File: src/rtl/seg_scan_if.sv
// Pin-side bundle for seg_scan_controller: display data/config in, anode/segment out.
// The blink_mask member exists only when SEG_SCAN_BLINK_EN is defined.
interface seg_scan_if #(
    parameter int NUM_DIGITS = 8,
    parameter int PWM_BITS   = 4
);
    logic [4*NUM_DIGITS-1:0] data_in;
    logic [NUM_DIGITS-1:0]   digit_en;
    logic [NUM_DIGITS-1:0]   dp_in;
    logic                    load;
    logic [PWM_BITS-1:0]     brightness;
    logic                    blank_lz;
`ifdef SEG_SCAN_BLINK_EN
    logic [NUM_DIGITS-1:0]   blink_mask;
`endif
    logic [NUM_DIGITS-1:0]   anode;
    logic [7:0]              segment;
    logic                    frame_start;
    logic                    load_pending;

    modport master (
`ifdef SEG_SCAN_BLINK_EN
        output blink_mask,
`endif
        output data_in, digit_en, dp_in, load, brightness, blank_lz,
        input  anode, segment, frame_start, load_pending
    );

    modport slave (
`ifdef SEG_SCAN_BLINK_EN
        input  blink_mask,
`endif
        input  data_in, digit_en, dp_in, load, brightness, blank_lz,
        output anode, segment, frame_start, load_pending
    );
endinterface

File: src/rtl/seg_scan_controller.sv
// Multiplexed 7-segment scan driver: double-buffered frame-synchronous updates,
// PWM brightness, leading-zero blanking, selectable pin polarity.
// Optional feature macro: SEG_SCAN_BLINK_EN (per-digit blink, parameter BLINK_FRAMES).
module seg_scan_controller #(
    parameter int NUM_DIGITS  = 8,
    parameter int DIGIT_TICKS = 25000,
    parameter int PWM_BITS    = 4,
    parameter int ACTIVE_LOW  = 1
`ifdef SEG_SCAN_BLINK_EN
   ,parameter int BLINK_FRAMES = 64
`endif
) (
    input logic      clk,
    input logic      reset,
    seg_scan_if.slave bus
);
    localparam int TICK_W = $clog2(DIGIT_TICKS);
    localparam int IDX_W  = $clog2(NUM_DIGITS);
    localparam logic [NUM_DIGITS-1:0] AN_OFF  = (ACTIVE_LOW != 0) ? {NUM_DIGITS{1'b1}} : {NUM_DIGITS{1'b0}};
    localparam logic [7:0]            SEG_OFF = (ACTIVE_LOW != 0) ? 8'hFF : 8'h00;

    logic [TICK_W-1:0]       tick;
    logic [IDX_W-1:0]        idx;
    logic                    tick_tc;
    logic                    boundary;

    logic [4*NUM_DIGITS-1:0] shd_data, act_data;
    logic [NUM_DIGITS-1:0]   shd_en, act_en;
    logic [NUM_DIGITS-1:0]   shd_dp, act_dp;
    logic                    pending;

    logic [NUM_DIGITS-1:0]   anode_q;
    logic [7:0]              segment_q;
    logic                    frame_start_q;

    logic [NUM_DIGITS-1:0]   anode_nxt;
    logic [7:0]              segment_nxt;
    logic [3:0]              cur_nib;
    logic                    cur_blank;
    logic                    pwm_on;
    logic                    lit;

`ifdef SEG_SCAN_BLINK_EN
    localparam int FC_W = $clog2(BLINK_FRAMES + 1);
    logic [NUM_DIGITS-1:0]   shd_mask, act_mask;
    logic [FC_W-1:0]         frame_cnt;
    logic                    blink_off;
`endif

    function automatic logic [6:0] seg7(input logic [3:0] v);
        case (v)
            4'h0: seg7 = 7'h3F;  4'h1: seg7 = 7'h06;  4'h2: seg7 = 7'h5B;  4'h3: seg7 = 7'h4F;
            4'h4: seg7 = 7'h66;  4'h5: seg7 = 7'h6D;  4'h6: seg7 = 7'h7D;  4'h7: seg7 = 7'h07;
            4'h8: seg7 = 7'h7F;  4'h9: seg7 = 7'h6F;  4'hA: seg7 = 7'h77;  4'hB: seg7 = 7'h7C;
            4'hC: seg7 = 7'h39;  4'hD: seg7 = 7'h5E;  4'hE: seg7 = 7'h79;  default: seg7 = 7'h71;
        endcase
    endfunction

    assign tick_tc  = (tick == TICK_W'(DIGIT_TICKS - 1));
    assign boundary = tick_tc && (idx == IDX_W'(NUM_DIGITS - 1));

    // Slot timer and digit index; index wraps after the last digit.
    always_ff @(posedge clk) begin
        if (reset) begin
            tick <= '0;
            idx  <= '0;
        end else if (tick_tc) begin
            tick <= '0;
            idx  <= (idx == IDX_W'(NUM_DIGITS - 1)) ? '0 : idx + 1'b1;
        end else begin
            tick <= tick + 1'b1;
        end
    end

    // Shadow capture on load; active copy only moves at a frame boundary.
    // A load landing on the boundary itself bypasses the shadow.
    always_ff @(posedge clk) begin
        if (reset) begin
            shd_data <= '0;  shd_en <= '0;  shd_dp <= '0;
            act_data <= '0;  act_en <= '0;  act_dp <= '0;
            pending  <= 1'b0;
`ifdef SEG_SCAN_BLINK_EN
            shd_mask <= '0;  act_mask <= '0;
`endif
        end else if (boundary) begin
            if (bus.load) begin
                act_data <= bus.data_in;  act_en <= bus.digit_en;  act_dp <= bus.dp_in;
`ifdef SEG_SCAN_BLINK_EN
                act_mask <= bus.blink_mask;
`endif
            end else if (pending) begin
                act_data <= shd_data;  act_en <= shd_en;  act_dp <= shd_dp;
`ifdef SEG_SCAN_BLINK_EN
                act_mask <= shd_mask;
`endif
            end
            pending <= 1'b0;
        end else if (bus.load) begin
            shd_data <= bus.data_in;  shd_en <= bus.digit_en;  shd_dp <= bus.dp_in;
`ifdef SEG_SCAN_BLINK_EN
            shd_mask <= bus.blink_mask;
`endif
            pending  <= 1'b1;
        end
    end

`ifdef SEG_SCAN_BLINK_EN
    // Blink phase flips every BLINK_FRAMES frame boundaries, starting visible.
    always_ff @(posedge clk) begin
        if (reset) begin
            frame_cnt <= '0;
            blink_off <= 1'b0;
        end else if (boundary) begin
            if (frame_cnt == FC_W'(BLINK_FRAMES - 1)) begin
                frame_cnt <= '0;
                blink_off <= ~blink_off;
            end else begin
                frame_cnt <= frame_cnt + 1'b1;
            end
        end
    end
`endif

    // Decide whether the current slot lights and what it shows.
    always_comb begin
        cur_nib   = act_data[4*idx +: 4];
        cur_blank = 1'b0;
        if (bus.blank_lz && (idx != '0)) begin
            cur_blank = 1'b1;
            for (int j = 0; j < NUM_DIGITS; j++) begin
                if ((IDX_W'(j) >= idx) && (act_data[4*j +: 4] != 4'd0))
                    cur_blank = 1'b0;
            end
        end
        pwm_on = (bus.brightness == {PWM_BITS{1'b1}}) || (tick[PWM_BITS-1:0] < bus.brightness);
        lit    = act_en[idx] && !cur_blank && pwm_on;
`ifdef SEG_SCAN_BLINK_EN
        if (blink_off && act_mask[idx])
            lit = 1'b0;
`endif
        anode_nxt   = '0;
        segment_nxt = 8'h00;
        if (lit) begin
            anode_nxt   = NUM_DIGITS'(1) << idx;
            segment_nxt = {act_dp[idx], seg7(cur_nib)};
        end
    end

    // Registered pins so anode/segment never glitch; polarity applied here.
    always_ff @(posedge clk) begin
        if (reset) begin
            anode_q       <= AN_OFF;
            segment_q     <= SEG_OFF;
            frame_start_q <= 1'b0;
        end else begin
            anode_q       <= anode_nxt ^ AN_OFF;
            segment_q     <= segment_nxt ^ SEG_OFF;
            frame_start_q <= boundary;
        end
    end

    assign bus.anode        = anode_q;
    assign bus.segment      = segment_q;
    assign bus.frame_start  = frame_start_q;
    assign bus.load_pending = pending;
endmodule

File: src/flat_wrapper.sv
// flat-port wrapper written by rule: the top's interface ports become plain ports
module seg_scan_controller_flat 
#(
    parameter int NUM_DIGITS  = 8,
    parameter int DIGIT_TICKS = 25000,
    parameter int PWM_BITS    = 4,
    parameter int ACTIVE_LOW  = 1

)
  (clk, reset, bus_data_in, bus_digit_en, bus_dp_in, bus_load, bus_brightness, bus_blank_lz, bus_anode, bus_segment, bus_frame_start, bus_load_pending);
  seg_scan_if #(.NUM_DIGITS(NUM_DIGITS), .PWM_BITS(PWM_BITS)) bus_i ();
  input logic clk;
  input logic reset;
  input wire logic [$bits(bus_i.data_in)-1:0] bus_data_in;
  input wire logic [$bits(bus_i.digit_en)-1:0] bus_digit_en;
  input wire logic [$bits(bus_i.dp_in)-1:0] bus_dp_in;
  input wire logic [$bits(bus_i.load)-1:0] bus_load;
  input wire logic [$bits(bus_i.brightness)-1:0] bus_brightness;
  input wire logic [$bits(bus_i.blank_lz)-1:0] bus_blank_lz;
  output wire logic [$bits(bus_i.anode)-1:0] bus_anode;
  output wire logic [$bits(bus_i.segment)-1:0] bus_segment;
  output wire logic [$bits(bus_i.frame_start)-1:0] bus_frame_start;
  output wire logic [$bits(bus_i.load_pending)-1:0] bus_load_pending;
  assign bus_i.data_in = bus_data_in;
  assign bus_i.digit_en = bus_digit_en;
  assign bus_i.dp_in = bus_dp_in;
  assign bus_i.load = bus_load;
  assign bus_i.brightness = bus_brightness;
  assign bus_i.blank_lz = bus_blank_lz;
  assign bus_anode = bus_i.anode;
  assign bus_segment = bus_i.segment;
  assign bus_frame_start = bus_i.frame_start;
  assign bus_load_pending = bus_i.load_pending;
  seg_scan_controller #(.NUM_DIGITS(NUM_DIGITS), .DIGIT_TICKS(DIGIT_TICKS), .PWM_BITS(PWM_BITS), .ACTIVE_LOW(ACTIVE_LOW)) u_core (.clk(clk), .reset(reset), .bus(bus_i));
endmodule
File: config.mk
export PLATFORM = sky130hd
export DESIGN_NAME = seg_scan_controller_flat
export DESIGN_NICKNAME = d
export VERILOG_FILES = /design/src/rtl/seg_scan_if.sv /design/src/rtl/seg_scan_controller.sv /design/src/flat_wrapper.sv
export SDC_FILE = /design/constraint.sdc
export NUM_CORES = 1
export LEC_CHECK = 0
export BUFFER_PORTS_ARGS = -buffer_cell sky130_fd_sc_hd__buf_2
export CORE_MARGIN = 3
export CORE_UTILIZATION = 53
export DETAILED_ROUTE_END_ITERATION = 8
export PLACE_DENSITY = 0.77
export SYNTH_ARGS = -nofsm -noshare
export SYNTH_HDL_FRONTEND = slang
export SYNTH_SLANG_ARGS = --single-unit
File: constraint.sdc
create_clock -name clk -period 2.5 [get_ports clk]
set_input_delay 0.5 -clock clk [delete_from_list [all_inputs] [get_ports clk]]
set_output_delay 0.5 -clock clk [all_outputs]
set_load 0.02 [all_outputs]
==> key figures, run 1 <==
Yosys
  – Synth cell count leaders: dfxtp_1, nand2_1, nor2_1
  – Cells after Synth: 652
  – Top_reg_cell synth: dfxtp_1
  – Top cells by area, synth: dfxtp_1, mux2i_1, a211oi_2
  – EDFF count, synth: 0
  – Cell with the most instances after synthesis: dfxtp_1
  – Post-synth top area cell: dfxtp_1
  – Ys Warns: 0
  – Top cell type's share of synthesized area: 0.4251
  – Seq/Total Area, Yosys: 0.4251
  – Ys async rst share: 0
  – Yosys reg bits: 132
  – Post-Syn Nets: 723
  – Synth cell types: 44
  – Avg Synthesized Cell Area: 9.534 um^2
  – Post-Synthesis Cell Area: 6216 um^2

Detailed routing
  – Drt first pass iters: 5
  – Initial DRC count: 204
  – Residual DRC: 0
  – Drt wl/cell: 15.64 um
  – Detailed-route via count: 4941
  – Routed vias/inst: 5.660
  – Final WL: 13660 um
  – Routed Antenna Nets: 0

Worst hold path
  – Hold Path Class: input pin to flip-flop
  – Hold path startpoint: bus_digit_en[0]
  – Hold Crit Depth: 3
  – Worst Hold End: u_core.shd_en[0]

Clocking
  – H-tree Lvls: 4
  – Clock buffer count from CTS: 17
  – Register clock-pin slew on the reported worst setup and hold paths: 0.05 ns
  – # Post-CTS Setup Buffers: 0
  – Root Driver: clkbuf_16
  – Worst skew pair latency: 0.42 ns
  – TritonCTS clock tree: yes
  – Clock sinks: 132
  – CTS max path bufs: 2
  – CTS Hold Bufs: 0

Critical path
  – CP Data Required Time: 2.83 ns
  – Worst Path Arrival: 2.71 ns
  – R2R setup slack: 0.12 ns
  – FF-to-FF End: u_core.act_data[19]
  – CP max-delay cell: or4_4
  – Reg2reg start: u_core.tick[10]
  – R2R depth: 6
  – Setup CP Type: flip-flop to flip-flop
  – Crit-path max FO: 37
  – Endpoint class of the critical path: flip-flop
  – CP max stage delay: 0.55 ns
  – Cell Chain, Critical Path: or4b_1 > or4_4 > nor3_4 > buf_12 > nor2_1 > a211oi_2
  – CP startpoint kind: flip-flop

Timing
  – Final setup viols: 0
  – Slew @ Worst Pin: 0.7321 ns
  – Relative slew slack: 0.5119
  – Hold Fails Final Rpt: 0
  – WHS: 0.3283 ns
  – FMAX: 420.2 MHz
  – Crit path time final: 2.380 ns
  – Clock skew: 0.006124 ns
  – Period utilization: 0.9518
  – Max Slew Vio Count: 0
  – RSZ-0062 raised after global routing: false
  – Setup TNS: 0 ns

Place
  – RePlAce Congestion: 0.8175
  – PortBufs: 73
  – DP HPWL: 9844 um

Cells and area
  – Layout cells sized above 1: 0.2647
  – Post-layout util: 0.6583
  – Nets: 792
  – P&R area growth vs syn: 17.83%
  – Ant diodes: 0

GRT
  – Largest net degree at the start of global routing: 57
  – Number of global-route vias before repair: 4909
  – Gr ovfl total: 0
  – GRT Overall Usage: 0.2201
  – First-pass GRT wire length: 22910 um
  – Initial antenna violation count: 0

Die
  – Ports: 74
  – Die Wd: 114.3 um
  – CORE AREA: 11130 um^2
  – Die area: 13060 um^2
  – Row Count: 38
  – Initial Utilization: 0.5587
  – Die span in y: 114.3 um

Power
  – Pint: 3.934 mW
  – Net Sw Frac: 0.2173
  – Power Density: 686.2 nW/um^2
  – Tot Pwr: 5.026 mW
  – Flop pwr share: 0.434
  – Logic pwr share: 0.061
  – NetSw: 1.092 mW
  – Leak pwr: 2.816 nW
  – Clock share of power: 0.505
  – Worst vdd ir: 572.2 uV

Status
  – Status: complete, no violations

Job
  – Max_cap viols: 0
==> worst max path at each step <==
stage | startpoint | endpoint | slack (ns) | cells past startpoint
final | u_core.tick[10] | u_core.act_data[19] | 0.12 | 6
after global routing | u_core.tick[10] | u_core.act_data[19] | 0.02 | 6
after CTS | u_core.tick[10] | u_core.act_data[19] | 0.12 | 6
after detailed placement | u_core.tick[11] | u_core.act_data[13] | 0.13 | 6
after global placement | u_core.tick[11] | u_core.act_data[12] | 0.20 | 6
after floorplan | u_core.idx[1] | u_core.bus.segment[4] | 0.12 | 10
==> routing by layer <==
layer	up-vias	share of wire	GRT usage
met1	2380	0.42	0.2567
li1	2427	-	-
met4	0	0.017	0.08868
met2	114	0.52	0.3845
met3	20	0.046	0.05708
met5	-	0	0
==> layout by cell type (no fill, tap or decap), types with 2 or more instances in the layout <==
master / count
mux2i_1: 66
and3_1: 3
nand4_1: 10
bufinv_16: 3
nor2_1: 72
o211ai_1: 3
clkbuf_8: 4
buf_12: 4
buf_2: 72
buf_4: 22
xor2_1: 7
a21oi_1: 55
clkbuf_16: 17
nor3_1: 7
mux4_2: 9
nor2_2: 2
nor4_1: 8
nand2_1: 108
nand3_1: 15
nand2b_1: 3
dfxtp_1: 132
inv_1: 12
xnor2_1: 6
o22a_1: 2
a211oi_2: 48
clkinv_2: 4
mux2_2: 2
or4b_1: 2
ha_1: 15
==> final cells by class <==
class | instances | area, um^2
Clock inverter | 9 | 126.4
Clock buffer | 22 | 484.2
Inverter | 12 | 45.04
Fill cell | 874 | 3801
Tap cell | 140 | 175.2
Timing Repair Buffer | 98 | 605.6
Multi-Input combinational cell | 460 | 3246
Sequential cell | 132 | 2643
==> state kept, by name, indices dropped and copies added, names as in the netlist <==
register and cells:
u_core.bus.segment 8, u_core.idx 3, u_core.shd_dp 8, u_core.act_dp 8, u_core.act_data 32, u_core.shd_en 8
u_core.act_en 8, u_core.bus.anode 8, u_core.shd_data 32, u_core.bus.frame_start 1, u_core.bus.load_pending 1, u_core.tick 15
==> cell families (layout without fill, tap and decap cells) <==
kind of cell / Yosys count / after routing / share of synthesized area
xor+xnor: 13 / 13 / 0.01832
compound gates: 120 / 120 / 0.1632
mux: 77 / 77 / 0.1425
simple gates: 235 / 235 / 0.1639
flops: 132 / 132 / 0.4251
fa+ha+maj: 15 / 15 / 0.03019
buf+inv: 60 / 141 / 0.05676
==> repair_timing <==
action                     in CTS  in global routing
resized for setup               0                  1
hold endpoints to repair        0                  0
setup endpoints to repair       0                 16
==> through the flow <==
stage	setup WS (ns)	std cells	cell area [um^2]
floorplan	0.1164	652	6222
finish	0.1204	873	7325
global route	0.01987	873	7325
CTS	0.1189	873	7313
detailed placement	0.1304	842	6703
global placement	0.2008	842	6703
==> power by group through the flow <==
| stage | logic, mW | clock network (mW) | registers, mW |
|---|---|---|---|
| after global placement | 0.296 | 0 | 2.22 |
| after floorplan | 0.203 | 0 | 2.22 |
| after CTS | 0.310 | 2.58 | 2.18 |
| after detailed placement | 0.308 | 0 | 2.22 |
| after global routing | 0.342 | 2.66 | 2.18 |
| final | 0.309 | 2.54 | 2.18 |
==> worst max-delay path, delay by kind of cell (launching register included) <==
| kind | cells | cell delay, ns |
|---|---|---|
| flip-flops | 1 | 0.35 |
| AND/OR/NAND/NOR | 4 | 1.46 |
| buffers and inverters | 1 | 0.26 |
| AO/OA/AOI/OAI | 1 | 0.21 |
(Power assumes the default switching activity.)
==> inputs of run 2 (changes only) <==
CORE_ASPECT_RATIO = 0.9   (was default)
==> key figures, run 2 (same netlist as run 1, synthesis figures left out) <==
Place
  – Placed insts: 848 (+0.71%)
  – PortBufs: 73 (unchanged)
  – RePlAce Congestion: 0.8556 (+4.7%)
  – DP Area: 6685 um^2 (-0.26%)
  – DP HPWL: 9522 um (-3.3%)
  – Pre-CTS WS: 0.02684 ns (-0.1035 ns)

Clocking
  – Clock buffer count from CTS: 17 (unchanged)
  – Register clock-pin slew on the reported worst setup and hold paths: 0.06 ns (about the same)
  – H-tree Lvls: 4 (unchanged)
  – Worst skew pair latency: 0.42 ns (about the same)
  – Clock sinks: 132 (unchanged)
  – TritonCTS clock tree: yes
  – CTS Hold Bufs: 0 (unchanged)
  – CTS max path bufs: 2 (unchanged)
  – Root Driver: clkbuf_16

Critical path
  – CP startpoint kind: flip-flop
  – FF-to-FF End: u_core.act_data[20]
  – Crit-path max FO: 32 (-14%)
  – R2R setup slack: 0.09 ns (-0.03 ns)
  – End point of the critical path: u_core.act_data[20]
  – R2R depth: 6 (unchanged)
  – Setup CP Type: flip-flop to flip-flop
  – Endpoint class of the critical path: flip-flop
  – CP Data Required Time: 2.78 ns (-0.05 ns)
  – Worst Path Arrival: 2.69 ns (-0.02 ns)
  – Reg2reg start: u_core.tick[6]
  – Critical path launch point: u_core.tick[6]

Timing
  – RSZ-0062 raised after global routing: false
  – FMAX: 414.9 MHz (-1.3%)
  – Setup TNS: 0 ns (unchanged)
  – Final setup viols: 0 (unchanged)
  – Relative slew slack: 0.5507 (+0.03878)
  – Crit path time final: 2.410 ns (+0.03038 ns)
  – Clock skew: 0.008248 ns (+0.002124 ns)
  – Hold Fails Final Rpt: 0 (unchanged)
  – Period utilization: 0.9640 (+0.01215)
  – Slew @ Worst Pin: 0.6740 ns (-0.05817 ns)
  – Max Slew Vio Count: 0 (unchanged)
  – Final WS setup: 0.09000 ns (-0.03038 ns)

Die
  – Die area: 13070 um^2 (about the same)
  – Row Count: 36 (-5.3%)
  – Ports: 74 (unchanged)
  – Die span in y: 108.7 um (-4.9%)
  – Die Wd: 120.2 um (+5.1%)
  – Initial Utilization: 0.5587 (unchanged)
  – CORE AREA: 11130 um^2 (unchanged)

GRT
  – Largest net degree at the start of global routing: 103 (+81%)
  – Gr ovfl total: 0 (unchanged)
  – First-pass GRT wire length: 22960 um (+0.21%)
  – GRT Overall Usage: 0.2226 (+0.002492)
  – Initial antenna violation count: 0 (unchanged)
  – Number of global-route vias before repair: 4821 (-1.8%)

Cells and area
  – Final Non-Filler Cells: 884 (+1.3%)
  – FILL cells: 904 (+3.4%)
  – Layout cells sized above 1: 0.2650 (+0.0003616)
  – P&R area growth vs syn: 18.86%
  – Ant diodes: 0 (unchanged)
  – Nets: 790 (-0.25%)
  – Biggest regs: u_core.act_data (32), u_core.shd_data (32), u_core.tick (15)
  – Multi-input gate area: 3246 um^2 (unchanged)
  – Reg area: 2643 um^2 (unchanged)
  – Most common cell after layout, fill and taps aside: dfxtp_1
  – Design area: 7388 um^2 (+0.87%)
  – Commonest non-fill, non-tap cells in the layout: dfxtp_1, nand2_1, nor2_1, buf_2, mux2i_1

Power
  – Pint: 3.961 mW (+0.68%)
  – Flop pwr share: 0.429 (-0.005)
  – Net Sw Frac: 0.2211 (+0.003806)
  – Worst vdd ir: 571.2 uV (-0.18%)
  – Leak pwr: 2.824 nW (+0.29%)
  – NetSw: 1.124 mW (+2.9%)
  – Power Density: 688.3 nW/um^2 (+0.29%)
  – Logic pwr share: 0.061 (about the same)
  – Clock share of power: 0.510 (+0.005)

Detailed routing
  – Initial DRC count: 346 (+70%)
  – Drt wl/cell: 15.97 um (+2.1%)
  – Detailed-route via count: 4893 (-0.97%)
  – Residual DRC: 0 (unchanged)
  – Routed Antenna Nets: 0 (unchanged)
  – Routed vias/inst: 5.535 (-2.2%)
  – Drt first pass iters: 5 (unchanged)
  – Final WL: 14120 um (+3.4%)

Worst hold path
  – Hold Path Class: input pin to flip-flop

Job
  – Max_cap viols: 0 (unchanged)

Status
  – Status: complete, no violations
==> run 2: changes by cell type in the layout (fill, tap and decap cells not counted), sizes merged <==
| cell | previous run | this run |
|---|---|---|
| buf | 98 | 95 |
| clkbuf | 22 | 19 |
| clkinv | 5 | 7 |
| bufinv | 3 | 4 |
| clkinvlp | 1 | 3 |
==> run 2: what timing repair did <==
item                                    4_1_cts  5_1_grt
endpoints found under the hold margin         0        0
endpoints found under the setup margin        0       50
setup buffers                                 0        3
gates resized for setup                       0       10
==> run 2: worst min-delay path by stage <==
stage | slack [ns] | from | cells past startpoint | end
3_5_place_dp | 0.45 | u_core.shd_dp[2] | 2 | u_core.shd_dp[2]
5_1_grt | 0.32 | bus_data_in[5] | 3 | u_core.shd_data[5]
2_1_floorplan | 0.44 | u_core.shd_data[0] | 2 | u_core.shd_data[0]
6_report | 0.33 | bus_data_in[4] | 3 | u_core.shd_data[4]
3_3_place_gp | 0.44 | u_core.shd_data[5] | 2 | u_core.shd_data[5]
4_1_cts | 0.31 | bus_dp_in[2] | 3 | u_core.shd_dp[2]
==> run 2: through the flow <==
step | hold WS [ns] | util | total power, mW
2_1_floorplan | 0.4357 | - | 2.422
3_3_place_gp | 0.4407 | 0.6009 | 2.520
3_5_place_dp | 0.4456 | 0.6009 | 2.535
4_1_cts | 0.3094 | 0.6570 | 5.127
5_1_grt | 0.3180 | 0.6641 | 5.267
6_report | 0.3273 | 0.6641 | 5.085
==> run 2: power groups by stage <==
stage               clock [mW]  combinational (mW)  sequential [mW]
floorplan                    0               0.203             2.22
global placement             0               0.299             2.22
detailed placement           0               0.310             2.22
CTS                       2.64               0.313             2.18
global route              2.74               0.345             2.18
finish                    2.60               0.311             2.18
==> run 2: final cells by class <==
| type | instances | area share |
|---|---|---|
| clock inverters | 14 | 0.02506 |
| repair buffers | 96 | 0.08671 |
| clock buffers | 18 | 0.05944 |
| flip-flops and latches | 132 | 0.3577 |
| inverters | 12 | 0.006097 |
| well taps | 152 | 0.02574 |
| multi-input cells | 460 | 0.4393 |
==> run 2: routing by layer <==
metal	wire length, um	GRT usage
met4	257	0.08504
met3	717	0.06172
met2	7028	0.3859
met1	6113	0.2646
met5	0	0
==> run 2: critical path, stage by stage, from the launching register on <==
cell      delay [ns]
dfxtp_1         0.35
or4b_1          0.52
or4_4           0.59
nor3_4          0.27
buf_6           0.17
buf_12          0.23
a211oi_2        0.11
==> inputs of run 3 (changes only) <==
CORE_ASPECT_RATIO = 0.5   (was 0.9)
==> key figures, run 3 (same netlist as run 1, synthesis figures left out) <==
Critical path
  – Setup CP Type: flip-flop to flip-flop
  – R2R depth: 6 (unchanged)
  – Worst Path Arrival: 2.76 ns (+0.07 ns)
  – Critical path buffer and inverter count: 1 (-1)
  – CP max stage delay: 0.56 ns (-0.03 ns)
  – Reg2reg start: u_core.tick[11]
  – CP delay by family, top: simple AND/OR/NAND/NOR gates
  – Crit-path max FO: 48 (+50%)
  – R2R setup slack: 0.07 ns (-0.02 ns)
  – CP max-delay cell: or4b_4
  – CP Data Required Time: 2.82 ns (+0.04 ns)
  – CP startpoint kind: flip-flop
  – Critical path depth in cells: 6 (unchanged)
  – Endpoint class of the critical path: flip-flop
  – FF-to-FF End: u_core.act_dp[0]
  – Cell Chain, Critical Path: or4b_4 > or4_4 > nor3_4 > buf_12 > nor2_1 > a211oi_2

Cells and area
  – Design area: 7361 um^2 (-0.37%)
  – Layout cells sized above 1: 0.2593 (-0.005768)
  – Biggest regs: u_core.act_data (32), u_core.shd_data (32), u_core.tick (15)
  – Ant diodes: 0 (unchanged)
  – P&R area growth vs syn: 18.42%
  – Commonest non-fill, non-tap cells in the layout: dfxtp_1, nand2_1, nor2_1, buf_2, mux2i_1
  – Most common cell after layout, fill and taps aside: dfxtp_1
  – FILL cells: 868 (-4.0%)
  – Nets: 788 (-0.25%)

GRT
  – Initial antenna violation count: 0 (unchanged)
  – First-pass GRT wire length: 23400 um (+1.9%)
  – Gr ovfl total: 0 (unchanged)
  – Number of global-route vias before repair: 4805 (-0.33%)
  – Largest net degree at the start of global routing: 102 (-0.97%)
  – GRT Overall Usage: 0.2227 (about the same)

Power
  – Leak pwr: 2.796 nW (-0.97%)
  – Worst vdd ir: 355.5 uV (-38%)
  – Power Density: 691.5 nW/um^2 (+0.47%)

Status
  – Status: complete, no violations

Clocking
  – CTS Hold Bufs: 0 (unchanged)
  – Register clock-pin slew on the reported worst setup and hold paths: 0.06 ns (about the same)
  – CTS max path bufs: 2 (unchanged)
  – TritonCTS clock tree: yes
  – Worst skew pair latency: 0.41 ns (about the same)
  – H-tree Lvls: 4 (unchanged)
  – Root Driver: clkbuf_16
  – Clock sinks: 132 (unchanged)
  – Clock buffer count from CTS: 17 (unchanged)

Die
  – Die Wd: 159.2 um (+32%)
  – CORE AREA: 11220 um^2 (+0.81%)
  – Die span in y: 82.58 um (-24%)
  – Die area: 13140 um^2 (+0.59%)
  – Ports: 74 (unchanged)
  – Row Count: 27 (-25%)
  – Initial Utilization: 0.5542 (-0.004488)

Timing
  – Period utilization: 0.9723 (+0.008304)
  – Slew @ Worst Pin: 0.8052 ns (+0.1312 ns)
  – Hold Fails Final Rpt: 0 (unchanged)
  – Final setup viols: 0 (unchanged)
  – Crit path time final: 2.431 ns (+0.02076 ns)
  – FMAX: 411.4 MHz (-0.85%)
  – Relative slew slack: 0.4632 (-0.08748)
  – Max Slew Vio Count: 0 (unchanged)
  – RSZ-0062 raised after global routing: true
  – WHS: 0.3307 ns (+0.003419 ns)
  – Clock skew: 0.01004 ns (+0.001795 ns)

Place
  – DP Area: 6721 um^2 (+0.54%)
  – DP HPWL: 9228 um (-3.1%)
  – RePlAce Congestion: 0.8571 (+0.18%)
  – PortBufs: 73 (unchanged)

Detailed routing
  – Routed vias/inst: 5.485 (-0.90%)
  – Drt first pass iters: 5 (unchanged)
  – Initial DRC count: 363 (+4.9%)
  – Final WL: 14010 um (-0.72%)
  – Detailed-route via count: 4871 (-0.45%)
  – Residual DRC: 0 (unchanged)
  – Routed Antenna Nets: 0 (unchanged)
  – Drt wl/cell: 15.78 um (-1.2%)

Worst hold path
  – Hold path startpoint: bus_data_in[6]
  – Worst Hold End: u_core.shd_data[6]
  – Hold Path Class: input pin to flip-flop
  – Hold Crit Depth: 3 (unchanged)

Job
  – Max_cap viols: 0 (unchanged)
run 3: cell count changes in the layout (fill, tap and decap cells not counted):
cell and change:
clkbuf_16 -1, buf_4 -1, clkbuf_8 +1, or4b_1 -1, clkinv_2 -3, clkinv_4 -2, or4b_4 +1, clkbuf_1 +3
run 3: worst max path at each step:
stage | end | start | slack, ns
6_report | u_core.act_dp[0] | u_core.tick[11] | 0.07
3_5_place_dp | u_core.bus.anode[2] | u_core.idx[1] | 0.03
2_1_floorplan | u_core.bus.segment[4] | u_core.idx[1] | 0.12
3_3_place_gp | u_core.bus.segment[0] | u_core.idx[1] | 0.13
4_1_cts | u_core.act_dp[0] | u_core.tick[11] | 0.06
5_1_grt | u_core.act_dp[0] | u_core.tick[11] | -0.04
run 3: worst reg2reg max path: stages, from the launching register on:
cell and delay, ns:
dfxtp_1 0.35, or4b_4 0.56, or4_4 0.55, nor3_4 0.24, buf_12 0.29, nor2_1 0.12, a211oi_2 0.23
run 3: stage by stage:
step	TNS [ns]	util	worst slack, ns	power [mW]	std cells
2_1_floorplan	0	-	0.1164	2.422	652
3_3_place_gp	0	0.5993	0.1312	2.521	857
3_5_place_dp	0	0.5993	0.03154	2.530	857
4_1_cts	0	0.6553	0.05909	5.129	888
5_1_grt	-0.04591	0.6563	-0.03880	5.272	888
6_report	0	0.6563	0.06924	5.090	888
run 3: final cells by class:
type	instances	area (um^2)	area share
clock inverter	9	152.6	0.02074
multi-input combinational	460	3249	0.4414
inverter	12	45.04	0.006119
timing repair buffer	94	608.1	0.08261
sequential	132	2643	0.3590
clock buffer	22	464.2	0.06306
tap	159	198.9	0.02703
run 3: per-layer routing:
| metal | routed length, um | vias up | track usage | part of all wire |
|---|---|---|---|---|
| met3 | 624 | 25 | 0.05879 | 0.045 |
| met4 | 274 | 0 | 0.07773 | 0.020 |
| li1 | - | 2425 | - | - |
| met2 | 6742 | 115 | 0.3846 | 0.48 |
| met1 | 6373 | 2306 | 0.2764 | 0.45 |
| met5 | 0 | - | 0 | 0 |
run 3: what timing repair did:
item	4_1_cts	5_1_grt
setup buffers	0	0
setup endpoints to repair	7	21
endpoints found under the hold margin	0	0
resized for setup	1	3
pin swaps	0	0
run 3: power breakdown:
group	total, mW	switching, mW	internal [mW]	leakage [nW]
combinational	0.311	0.189	0.123	1.43
sequential	2.18	0.0255	2.15	1.07
clock	2.60	0.889	1.71	0.292
total	5.09	1.10	3.99	2.80
